## src/rtl/rename_tag_alloc.sv

```systemverilog
// Two-wide in-order tag allocator with misprediction recovery feeding map_table.
// Optional: define TAG_ALLOC_PERF_EN to add the saturating stall_cycles_out counter.
module rename_tag_alloc #(
  parameter int DEPTH          = 32,
  parameter int RECOVER_CYCLES = 2
) (
  input  logic        clock,
  input  logic        reset,
  input  logic        inst1_req,
  input  logic        inst2_req,
  input  logic        retire1_in,
  input  logic        retire2_in,
  input  logic        flush_in,
  output logic [7:0]  inst1_tag_out,
  output logic [7:0]  inst2_tag_out,
  output logic        dispatch_stall,
  output logic [31:0] clear_entries_out,
  output logic [6:0]  free_count_out
`ifdef TAG_ALLOC_PERF_EN
  ,
  output logic [31:0] stall_cycles_out
`endif
);

  localparam logic [5:0] PTR_MASK = 6'(DEPTH - 1);
  localparam logic [6:0] DEPTH_C  = 7'(DEPTH);
  localparam logic [3:0] REC_INIT = 4'(RECOVER_CYCLES);

  typedef enum logic {ST_RUN, ST_RECOVER} state_e;

  state_e     state_q, state_d;
  logic [5:0] head_q, head_d, tail_q, tail_d;
  logic [6:0] count_q, count_d;
  logic [3:0] rec_q, rec_d;

  logic [1:0] need, rcnt_raw, rcnt, granted;
  logic [6:0] free_now;
  logic       grant_ok;

  assign need     = 2'(inst1_req) + 2'(inst2_req);
  assign free_now = DEPTH_C - count_q;
  assign grant_ok = ({5'b0, need} <= free_now);
  assign rcnt_raw = 2'(retire1_in) + 2'(retire1_in & retire2_in);
  // Never retire more than is in flight, so count cannot underflow.
  assign rcnt     = (count_q < {5'b0, rcnt_raw}) ? count_q[1:0] : rcnt_raw;

  always_comb begin
    state_d           = state_q;
    head_d            = head_q;
    tail_d            = tail_q;
    count_d           = count_q;
    rec_d             = rec_q;
    granted           = 2'd0;
    inst1_tag_out     = 8'hFF;
    inst2_tag_out     = 8'hFF;
    dispatch_stall    = 1'b0;
    clear_entries_out = 32'h0;

    case (state_q)
      ST_RUN: begin
        if (flush_in) begin
          head_d         = 6'd0;
          tail_d         = 6'd0;
          count_d        = 7'd0;
          rec_d          = REC_INIT;
          state_d        = ST_RECOVER;
          dispatch_stall = (need != 2'd0);
        end else begin
          if (grant_ok) begin
            granted = need;
            if (inst1_req) inst1_tag_out = {2'b00, tail_q};
            if (inst2_req)
              inst2_tag_out = {2'b00, inst1_req ? ((tail_q + 6'd1) & PTR_MASK) : tail_q};
            tail_d = (tail_q + 6'(need)) & PTR_MASK;
          end else begin
            dispatch_stall = 1'b1;
          end
          head_d  = (head_q + 6'(rcnt)) & PTR_MASK;
          count_d = count_q + 7'(granted) - 7'(rcnt);
        end
      end
      ST_RECOVER: begin
        // Entry 0 is the zero register mapping and is never cleared.
        clear_entries_out = 32'hFFFF_FFFE;
        dispatch_stall    = (need != 2'd0);
        if (flush_in)         rec_d   = REC_INIT;
        else if (rec_q <= 4'd1) state_d = ST_RUN;
        else                  rec_d   = rec_q - 4'd1;
      end
      default: state_d = ST_RUN;
    endcase

    if (reset) begin
      inst1_tag_out     = 8'hFF;
      inst2_tag_out     = 8'hFF;
      dispatch_stall    = 1'b0;
      clear_entries_out = 32'h0;
    end
  end

  always_ff @(posedge clock or posedge reset) begin
    if (reset) begin
      state_q <= ST_RUN;
      head_q  <= 6'd0;
      tail_q  <= 6'd0;
      count_q <= 7'd0;
      rec_q   <= 4'd0;
    end else begin
      state_q <= state_d;
      head_q  <= head_d;
      tail_q  <= tail_d;
      count_q <= count_d;
      rec_q   <= rec_d;
    end
  end

  assign free_count_out = DEPTH_C - count_q;

`ifdef TAG_ALLOC_PERF_EN
  logic [31:0] stall_cyc_q;

  always_ff @(posedge clock or posedge reset) begin
    if (reset)                                     stall_cyc_q <= 32'h0;
    else if (dispatch_stall && (stall_cyc_q != '1)) stall_cyc_q <= stall_cyc_q + 32'd1;
  end

  assign stall_cycles_out = stall_cyc_q;
`endif

endmodule

```

## config.mk

```make
export PLATFORM = sky130hd
export DESIGN_NAME = rename_tag_alloc
export DESIGN_NICKNAME = d
export VERILOG_FILES = /design/src/rtl/rename_tag_alloc.sv
export SDC_FILE = /design/constraint.sdc
export NUM_CORES = 1
export LEC_CHECK = 0
export BUFFER_PORTS_ARGS = -buffer_cell sky130_fd_sc_hd__buf_2
export CAP_MARGIN = 10
export CORE_MARGIN = 5
export CORE_UTILIZATION = 57
export CTS_BUF_LIST = sky130_fd_sc_hd__clkbuf_4 sky130_fd_sc_hd__clkbuf_8
export CTS_CLUSTER_DIAMETER = 30
export DETAILED_ROUTE_END_ITERATION = 16
export MAX_ROUTING_LAYER = met4
export PLACE_DENSITY = 0.88
export SKIP_LAST_GASP = 1
export SYNTH_ARGS = -nofsm -noshare
export SYNTH_HDL_FRONTEND = slang
export SYNTH_SLANG_ARGS = --single-unit
```

## constraint.sdc

```tcl
create_clock -name clock -period 6.2 [get_ports clock]
set_input_delay 0.93 -clock clock [delete_from_list [all_inputs] [get_ports clock]]
set_output_delay 0.93 -clock clock [all_outputs]
set_load 0.03 [all_outputs]
```

Word-level counts from Yosys, hierarchy flattened
Cells that the tools add are included.
Word-level totals
  flip-flop bits (word level): 18
  word-level logic and storage cells: 55
  output and inout port bits: 56
Cells by class
  mux-type cells: 32
  bitwise gates (word level): 2
  add/sub/neg operators: 8
  reductions and logical operators: 4
  equal/unequal tests: 2
  order comparisons: 3
Operators with widths (number)
  2-to-1 mux 8 bit: 10
  2-to-1 mux 32 bit: 2
  2-to-1 mux 6 bit: 3
  2-to-1 mux 4 bit: 3
  2-to-1 mux 2 bit: 4
  one-hot mux 4 bit (2 select lines): 1
  adder 7 x 2 -> 7 bit: 1
  less-or-equal comparator 2 x 7 -> 1 bit: 1
  less-than comparator 7 x 2 -> 1 bit: 1
  2-to-1 mux 7 bit: 1
  subtractor 6 x 7 -> 7 bit, first input constant: 1
  subtractor 7 x 2 -> 7 bit: 1
  2-to-1 mux 1 bit: 6
  adder 5 x 1 -> 5 bit, second input constant: 1
  adder 5 x 2 -> 5 bit: 1
  adder 1 x 1 -> 2 bit: 2
  less-or-equal comparator 4 x 1 -> 1 bit, second input constant: 1
  one-hot mux 1 bit (2 select lines): 2
  AND reduction 2 bit: 2
  nonzero test 2 bit: 2
  subtractor 4 x 1 -> 4 bit, second input constant: 1
  inequality test 3 bit, second input constant: 1
  inequality test 2 bit, second input constant: 1
  AND 1 bit: 1
  inverter 1 bit: 1

Logic depth before layout (Yosys ltp)
Gate-level depths: netlist of run 1.
  depth after elaboration: 8
  gate-level depth with buffers: 19

Least setup slack after synthesis of run 1
Ideal clock, no wire load.
  path type: input to register
  start point: in inst1_req
  end point: reg count_q[6]
  arrival time: 4403 ps
  cell stages on the path: 16
  data required time: 6062 ps
  slack: 1658 ps
  cells stage by stage: clkbuf_1 inv_1 ha_1 inv_1 ha_1 a221o_1 nor4_4 buf_6 nor2b_1 fa_1 fa_1 a21oi_1 o21bai_1 a311oi_1 xnor2_1 o21ai_0
On the way
  word-level cells in the longest chain between the ends: 8
Ends and longest elaborated chain
  from (decl): RTL line 9  | input logic inst1_req,
  adder 1 x 1 -> 2 bit *: RTL line 40  | assign need = 2'(inst1_req) + 2'(inst2_req);
  less-or-equal comparator 2 x 7 -> 1 bit: RTL line 42  | assign grant_ok = ({5'b0, need} <= free_now);
  2-to-1 mux 2 bit *: RTL line 69  | if (grant_ok) begin
  2-to-1 mux 2 bit *: RTL line 61  | if (flush_in) begin
  2-to-1 mux 2 bit *: RTL line 59  | case (state_q)
  adder 7 x 2 -> 7 bit *: RTL line 79  | count_d = count_q + 7'(granted) - 7'(rcnt);
  subtractor 7 x 2 -> 7 bit *: RTL line 79
  2-to-1 mux 7 bit *: RTL line 61
  to (signal assigned): RTL line 112  | count_q <= count_d;
  to (decl): RTL line 33  | logic [6:0] count_q, count_d;
Mark *: on every way between the ends. The rest lies on a longest branch, timed or not. The select of a mux whose other input is x is not followed.
A chain may end at the register's enable or synchronous reset.

Worst setup path in the final report of run 1
Ends and elaborated chain as after synthesis.

==> impl_metrics.toml, run 1 <==
[run_status]
status = "finished, final reports clean"

[drt]
top_layer_used = "met4"
wirelength_um = 3860
drc = 0
wl_per_cell_um = 12.9
route.met3.wl_um = 305
drt_iter0_markers = 75
drt.antenna.violating_nets = 0
met2WireLength_um = 1850
via_count = 1598
first_pass_iters = 4
vias_per_cell = 5.33
m1WireLength_um = 1640

[worst_hold_path]
whs_path_depth = 1
holdPathEnd = "rec_q[1]$_DFFE_PP0P_"
worstHoldPathType = "reg -> reg"
worstHoldStart = "rec_q[1]$_DFFE_PP0P_"

[global_routing]
grt_pass1_vias = 1509
track_usage_pct = 17.4
grt_max_degree = 32
grt_antenna_before_repair = 0
grt-ovfl-total = 0
grt_pass1_wl_um = 6920

[timing]
period_share_pct = 75.0
setup_tns_ps = 0
timing.slew.headroom_pct = 51.7
holdWs_ps = 532
skew_ps = 6.48
fin_crit_ps = 4650
tightest_slew_ps = 719
slew_viol_final = 0
setup_viol = 0
setup_ws_ps = 1550
fmaxAchievable_mhz = 215
finalHoldViolations = 0
rsz0062_at_grt = "false"

[placed_design]
dp.cells = 296
gp_congestion = 0.859
port_buffers = 61
place_ws_ps = 1260
dpl_cell_area_um2 = 2050
hpwl_um = 3160

[finish]
stdcell_count = 300
area_growth_pct = 4.40
layout-drive-gt1-share_pct = 29.5
fin_area_um2 = 2080
fillers = 315
nets = 289
n_antenna_cell = 0
final_util_pct = 61.8

[synth]
postSynthNetCount = 267
synth_most_common_cell = "buf_4"
ys_seq_elements = 17
ys_async_sr_fraction_pct = 100
seq_area_frac_synth_pct = 21.4
synth_area_leaders = "dfrtp_1, ha_1, buf_4"
avgSynthCellArea_um2 = 8.54
synthCells = 233
ys_types = 48
synth_edf_count = 0
yosysWarnings = 0
yosysTopAreaCell = "dfrtp_1"
yosysTopAreaCellShare_pct = 21.4
synth_flop_cell = "dfrtp_1"
netlist_area_um2 = 1990
synthTopCellsByCount = "buf_4, nand2_1, ha_1"

[clocking]
numCtsBuffers = 3
post_cts_resized = 0
cts_buffer_depth = 2
postCtsHoldBufs = 0
clk_latency_ps = 290
cts_root_buffer = "clkbuf_4"
post_cts_buffers = 0
cts_tree = "done"
cts_htree_levels = 1
cts_sinks = 17
clkTransAtPathRegs_ps = 100

[critical_path]
setup.worst_path.start_class = "input pin"
worstPathCellList = "buf_2 -> inv_1 -> ha_1 -> inv_1 -> ha_1 -> a221o_1 -> nor4_4 -> nor2b_1 -> fa_1 -> fa_1 -> a21oi_1 -> o21bai_1 -> a311oi_1 -> xnor2_1 -> o21ai_0"
crit_start = "inst1_req"
max_stage_delay_ps = 560
cp_max_fo = 12
slowest_stage = "nor4_4"
r2r-end = "count_q[6]$_DFFE_PP0N_"
rrSetupSlack_ps = 1840
reg2reg_depth = 15
end_kind = "flip-flop"
criticalPathCategory = "in -> reg"
cp_data_required_time_ps = 6370
worstReg2RegStart = "count_q[0]$_DFFE_PP0N_"
cp.arrival_ps = 4820

[power_and_ir_drop]
powerDensity_nw_per_um2 = 565
power_mw = 1.17
peakVddDrop_mv = 0.260
cellLeakagePower_nw = 0.997

[floorplanning]
coreArea_um2 = 3360
die-area_um2 = 4770
ios = 63
initial_core_util_pct = 59.2
die_h_um = 69.1
die_w_um = 69.1
num_rows = 21

[job]
drv_cap = 0
[worst max path at each step]
stage                                   to  cells past startpoint
floorplan           count_q[6]$_DFFE_PP0N_                     16
global placement    count_q[6]$_DFFE_PP0N_                     15
detailed placement  count_q[6]$_DFFE_PP0N_                     15
CTS                 count_q[6]$_DFFE_PP0N_                     15
global route        count_q[6]$_DFFE_PP0N_                     15
finish              count_q[6]$_DFFE_PP0N_                     15
[routing by layer]
| metal | global-route usage (%) | vias up |
|---|---|---|
| li1 | - | 786 |
| met1 | 20.6 | 743 |
| met2 | 28.5 | 61 |
| met3 | 4.51 | 8 |
| met4 | 6.51 | 0 |
| met5 | - | - |
[area by class of cell]
| type | instances | area (um^2) | area share [%] |
|---|---|---|---|
| Tap cell | 46 | 57.6 | 2.77 |
| Multi-Input combinational cell | 150 | 1180 | 56.7 |
| Clock buffer | 4 | 30.0 | 1.44 |
| Sequential cell | 17 | 425 | 20.5 |
| Inverter | 22 | 82.6 | 3.97 |
| Timing Repair Buffer | 61 | 305 | 14.7 |
[logic make-up (layout without fill, tap and decap cells)]
family | after synthesis | in the layout | share of synthesized area [%]
XOR/XNOR | 15 | 15 | 6.60
AO/OA/AOI/OAI | 32 | 32 | 12.5
flip-flops | 17 | 17 | 21.4
AND/OR/NAND/NOR | 70 | 70 | 19.0
adder cells (fa/ha/maj) | 27 | 27 | 18.1
buffers and inverters | 66 | 87 | 19.6
other | 1 | 1 | 0.188
multiplexers | 5 | 5 | 2.58
[worst max-delay path: cells and delay by family]
| kind | cells | cell delay [ps] |
|---|---|---|
| AOI/OAI and AO/OA | 5 | 1070 |
| xor gates and xnor gates | 1 | 150 |
| adders and majority gates | 4 | 1600 |
| buffers and inverters | 3 | 330 |
| and+or+nand+nor | 2 | 710 |
[where the power goes]
group | internal, mW | switching, mW
registers | 0.153 | 0.0833
logic | 0.325 | 0.549
clock network | 0.0294 | 0.0338
[cell usage in the layout (no fill, tap or decap), types with 3 or more instances in the layout]
master    synthesis  layout
ha_1             24      24
mux2i_1           4       4
a21oi_1           4       4
nand3b_1          5       5
dfrtp_1          17      17
inv_1            22      22
buf_2             0      61
xor2_1            4       4
nor2_1            8       8
o211ai_1          3       3
nand2b_1          8       8
xnor2_1          11      11
clkbuf_4          0       4
nand2_1          27      27
nor2b_1           4       3
nand3_1           3       3
o21ai_0           7       7
fa_1              3       3
nor3_1            3       3
[flip-flops by register name (all words and copies together), names as in the netlist]
register  flops
tail_q        5
state_q       1
count_q       7
rec_q         4
(Power assumes the default switching activity.)
==> run 2: changes to the inputs <==
- CORE_UTILIZATION: 57 -> 48
- PLACE_DENSITY: 0.88 -> 0.79
- clock period: 6.2 -> 4.05 ns (I/O delays scaled with it)
==> run 2 against run 1 <==
Net effect: register-to-register slack got worse by 1500 ps; via count rose by 0.56%; final area rose by 3.3%; power rose by 58%; clock-buffer cell count fell by 1; sequential cell count did not move; critical path depth rose by 4; sequential power rose by 37%; cell count rose by 3.3%; global-route usage fell by 2.1 points; first-iteration DRC count fell by 9.3%; highest routed layer unchanged.
==> impl_metrics.toml, run 2 (synthesized netlist as in run 1, its figures left out) <==
[run_status]
status = "finished, final reports clean"

[global_routing]
grt-ovfl-total = 0
grtUsageMet2_pct = 26.3
grt_pass1_vias = 1494
grt_util_met1_pct = 18.8
busiest_layer = "met2"
grt_max_degree = 32
grt_antenna_before_repair = 0
use_met3_pct = 2.70
track_usage_pct = 15.3
grt_pass1_wl_um = 6620

[placed_design]
hpwl_um = 3230
dpl_cell_area_um2 = 2100
gp_congestion = 0.797
port_buffers = 61

[critical_path]
cp_data_required_time_ps = 4180
criticalPathCategory = "in -> reg"
cp.arrival_ps = 3880
setup.worst_path.start_class = "input pin"
end_kind = "flip-flop"
reg2reg_depth = 17
cp_max_fo = 11

[timing]
tightest_slew_ps = 706
fin_crit_ps = 3740
period_share_pct = 92.4
setup_viol = 0
skew_ps = 5.43
setup_tns_ps = 0
slew_viol_final = 0
finalHoldViolations = 0
rsz0062_at_grt = "false"
timing.slew.headroom_pct = 52.9
fmaxAchievable_mhz = 267

[power_and_ir_drop]
powerDensity_nw_per_um2 = 866
peakVddDrop_mv = 0.375
power_mw = 1.86
combPwrFrac_pct = 75.3
switching_share_pct = 55.6
cellLeakagePower_nw = 1.03
p_seq_share_pct = 17.4
power_switching_mw = 1.03
power.internal_mw = 0.825
clkPwrFrac_pct = 7.3

[floorplanning]
die_h_um = 74.4
ios = 63
die_w_um = 74.4
die-area_um2 = 5540
initial_core_util_pct = 49.8
coreArea_um2 = 4000
num_rows = 23

[finish]
final_util_pct = 53.7
layout-drive-gt1-share_pct = 31.2
area_growth_pct = 7.86
nets = 295
largest_reg_flops = 7
mostFrequentLayoutCell = "buf_2"
fin_area_um2 = 2150
top_register = "count_q"
final_cell_mix = "buf_2, nand2_1, ha_1"
reg_top3 = "count_q (7), tail_q (5), rec_q (4)"
n_antenna_cell = 0

[drt]
wirelength_um = 4020
via_count = 1607
wl_per_cell_um = 13.0
first_pass_iters = 4
drt.antenna.violating_nets = 0
drt_iter0_markers = 68
vias_per_cell = 5.18
drc = 0

[clocking]
clkTransAtPathRegs_ps = 80
post_cts_resized = 0
cts_htree_levels = 1
postCtsHoldBufs = 0
cts_root_buffer = "clkbuf_8"
cts_tree = "done"
numCtsBuffers = 3
post_cts_buffers = 0
clk_latency_ps = 260
cts_buffer_depth = 2
cts_sinks = 17

[job]
drv_cap = 0

[worst_hold_path]
worstHoldPathType = "in -> async"
## run 2: power by group through the flow
stage / combinational [mW] / sequential (mW) / clock [mW]
after floorplan: 1.22 / 0.302 / 0
final: 1.40 / 0.323 / 0.136
after CTS: 1.41 / 0.321 / 0.140
after global placement: 1.37 / 0.320 / 0
after detailed placement: 1.41 / 0.324 / 0
after global routing: 1.55 / 0.336 / 0.147
## run 2: worst max-delay path, cell delays in order
cell and delay, ps:
buf_2 90, inv_1 60, ha_1 320, inv_1 50, ha_1 170, nand2b_1 130
a221o_1 350, nor4_4 240, buf_4 230, nand2b_1 120, ha_1 110, inv_1 30
ha_1 200, fa_2 360, a21oi_1 150, o21bai_1 110, a311oi_1 300, xnor2_1 160
o21ai_0 90
## run 2: layout make-up
class / count / area [um^2]
clock buffer: 3 / 41.3
clock inverter: 1 / 7.51
fill: 386 / 1850
inverter: 22 / 82.6
multi-input combinational: 150 / 1180
sequential: 17 / 425
tap: 50 / 62.6
timing repair buffer: 67 / 350
## run 2: path summary, 6_finish.rpt
check | slack (ps) | startpoint | to
worst max register to register | 350 | count_q[0]$_DFFE_PP0N_ | count_q[6]$_DFFE_PP0N_
max in group asynchronous | 3090 | reset | count_q[4]$_DFFE_PP0N_
worst min-delay path | 500 | reset | tail_q[1]$_DFFE_PP0P_
worst max-delay path | 310 | inst2_req | count_q[6]$_DFFE_PP0N_
min in group clock | 520 | count_q[4]$_DFFE_PP0N_ | count_q[4]$_DFFE_PP0N_
worst min register to register | 520 | count_q[4]$_DFFE_PP0N_ | count_q[4]$_DFFE_PP0N_
## run 2: per-stage QoR
stage	cells	hold slack, ps	setup WS (ps)
2_1_floorplan	233	481	26.6
5_1_grt	310	558	33.0
3_3_place_gp	306	498	160
6_report	310	504	308
4_1_cts	310	526	289
3_5_place_dp	306	508	29.3
## run 2: routing by layer
layer,share of wire [%],vias to the layer above
met5,0,-
met4,0.42,0
met3,7.7,2
met2,48,51
met1,44,756
li1,-,798
==> run 3: changes to the inputs <==
- CORE_ASPECT_RATIO: unset -> 2
==> run 3 against run 2 <==
Net effect: global-route usage up 0.78 points; fmax rose by 0.38%; via count up 1.9%; core utilization shrank 0.27 points; clock skew decreased by 2.5 ps; power grew 2.0%; first-iteration DRC count decreased by 56%; non-clock buffer count up 1; final area rose by 0.64%; clock-buffer cell count grew 1.
==> impl_metrics.toml, run 3 (synthesized netlist as in run 1, its figures left out) <==
[timing]
setup_ws_ps = 322
period_share_pct = 92.0
fmaxAchievable_mhz = 268
setup_viol = 0
skew_ps = 2.90
rsz0062_at_grt = "false"
timing.slew.headroom_pct = 54.2
finalHoldViolations = 0
slew_viol_final = 0
holdWs_ps = 503
setup_tns_ps = 0
tightest_slew_ps = 686
fin_crit_ps = 3730

[global_routing]
grt_antenna_before_repair = 0
grt-ovfl-total = 0
grt_pass1_vias = 1623
track_usage_pct = 16.1
grt_pass1_wl_um = 7150
grt_max_degree = 32

[drt]
via_count = 1637
drt.antenna.violating_nets = 0
first_pass_iters = 4
wl_per_cell_um = 13.5
drt_iter0_markers = 30
drc = 0
vias_per_cell = 5.23
wirelength_um = 4240

[placed_design]
gp_congestion = 0.835
place_ws_ps = 40.4
port_buffers = 61
hpwl_um = 3480

[power_and_ir_drop]
peakVddDrop_mv = 0.449
power_mw = 1.90
cellLeakagePower_nw = 1.04
powerDensity_nw_per_um2 = 877

[floorplanning]
coreArea_um2 = 4050
num_rows = 33
die_h_um = 101
die_w_um = 55.5
initial_core_util_pct = 49.2
die-area_um2 = 5610
ios = 63

[clocking]
cts_tree = "done"
clkTransAtPathRegs_ps = 70
post_cts_buffers = 0
cts_root_buffer = "clkbuf_8"
clk_latency_ps = 250
cts_htree_levels = 1
cts_buffer_depth = 2
cts_sinks = 17
numCtsBuffers = 3

[critical_path]
cp.arrival_ps = 3860
criticalPathCategory = "in -> reg"
reg2reg_depth = 14
cp_data_required_time_ps = 4180
worstReg2RegStart = "count_q[0]$_DFFE_PP0N_"
cp_max_fo = 3
crit_start = "inst2_req"
end_kind = "flip-flop"
setup.worst_path.start_class = "input pin"

[finish]
n_antenna_cell = 0
reg_top3 = "count_q (7), tail_q (5), rec_q (4)"
layout-drive-gt1-share_pct = 31.4
largest_reg_flops = 7
nets = 296
area_growth_pct = 8.55
mostFrequentLayoutCell = "buf_2"
top_register = "count_q"
fillers = 413
final_cell_mix = "buf_2, nand2_1, ha_1"

[job]
drv_cap = 0

[worst_hold_path]
worstHoldPathType = "in -> async"

[run_status]
status = "finished, final reports clean"
-- run 3: area by class of cell --
type	count	area, um^2	area share, %
inverter	22	82.6	3.82
multi-input combinational	150	1180	54.5
sequential	17	425	19.7
tap	52	65.1	3.01
clock buffer	4	48.8	2.26
timing repair buffer	68	362	16.7
-- run 3: repair_timing --
item | 4_1_cts | 5_1_grt
gates resized for setup | 0 | 1
hold buffers | 0 | 0
endpoints found under the setup margin | 0 | 1
-- run 3: per-stage QoR --
step                      instance area [um^2]  util (%)  instances
after global placement                    2110      52.1        309
after global routing                      2160      53.4        313
after detailed placement                  2110      52.1        309
after floorplan                           2000         -        233
final                                     2160      53.4        313
after CTS                                 2160      53.3        313
-- run 3: final timing paths --
kind | end | slack, ps
min | tail_q[0]$_DFFE_PP0P_ | 500
max in group asynchronous | rec_q[3]$_DFFE_PP0P_ | 3110
max reg2reg | count_q[6]$_DFFE_PP0N_ | 420
min reg2reg | rec_q[1]$_DFFE_PP0P_ | 510
min in group clock | rec_q[1]$_DFFE_PP0P_ | 510
max | count_q[6]$_DFFE_PP0N_ | 320
-- run 3: critical path, stage by stage --
cell      delay [ps]
buf_2             90
inv_1             60
ha_1             320
inv_1             50
ha_1             160
nand2b_1         140
a221o_1          360
nor4_4           260
nor2b_1          110
fa_1             510
fa_2             430
a21oi_1          150
o21bai_1         110
a311oi_1         270
xnor2_1          150
o21ai_0           90
-- run 3: routing by layer --
metal	vias up	track usage, %	wire [um]
met2	59	28.6	2270
li1	800	-	-
met1	766	15.5	1500
met5	-	-	0
met3	12	3.97	279
met4	0	9.55	189
-- run 3: power breakdown --
| part | switching (mW) | total (mW) | leakage (nW) | internal [mW] |
|---|---|---|---|---|
| Sequential | 0.0892 | 0.324 | 0.209 | 0.235 |
| Clock | 0.0596 | 0.136 | 0.0262 | 0.0766 |
| Combinational | 0.900 | 1.44 | 0.802 | 0.536 |
| Total | 1.05 | 1.90 | 1.04 | 0.847 |
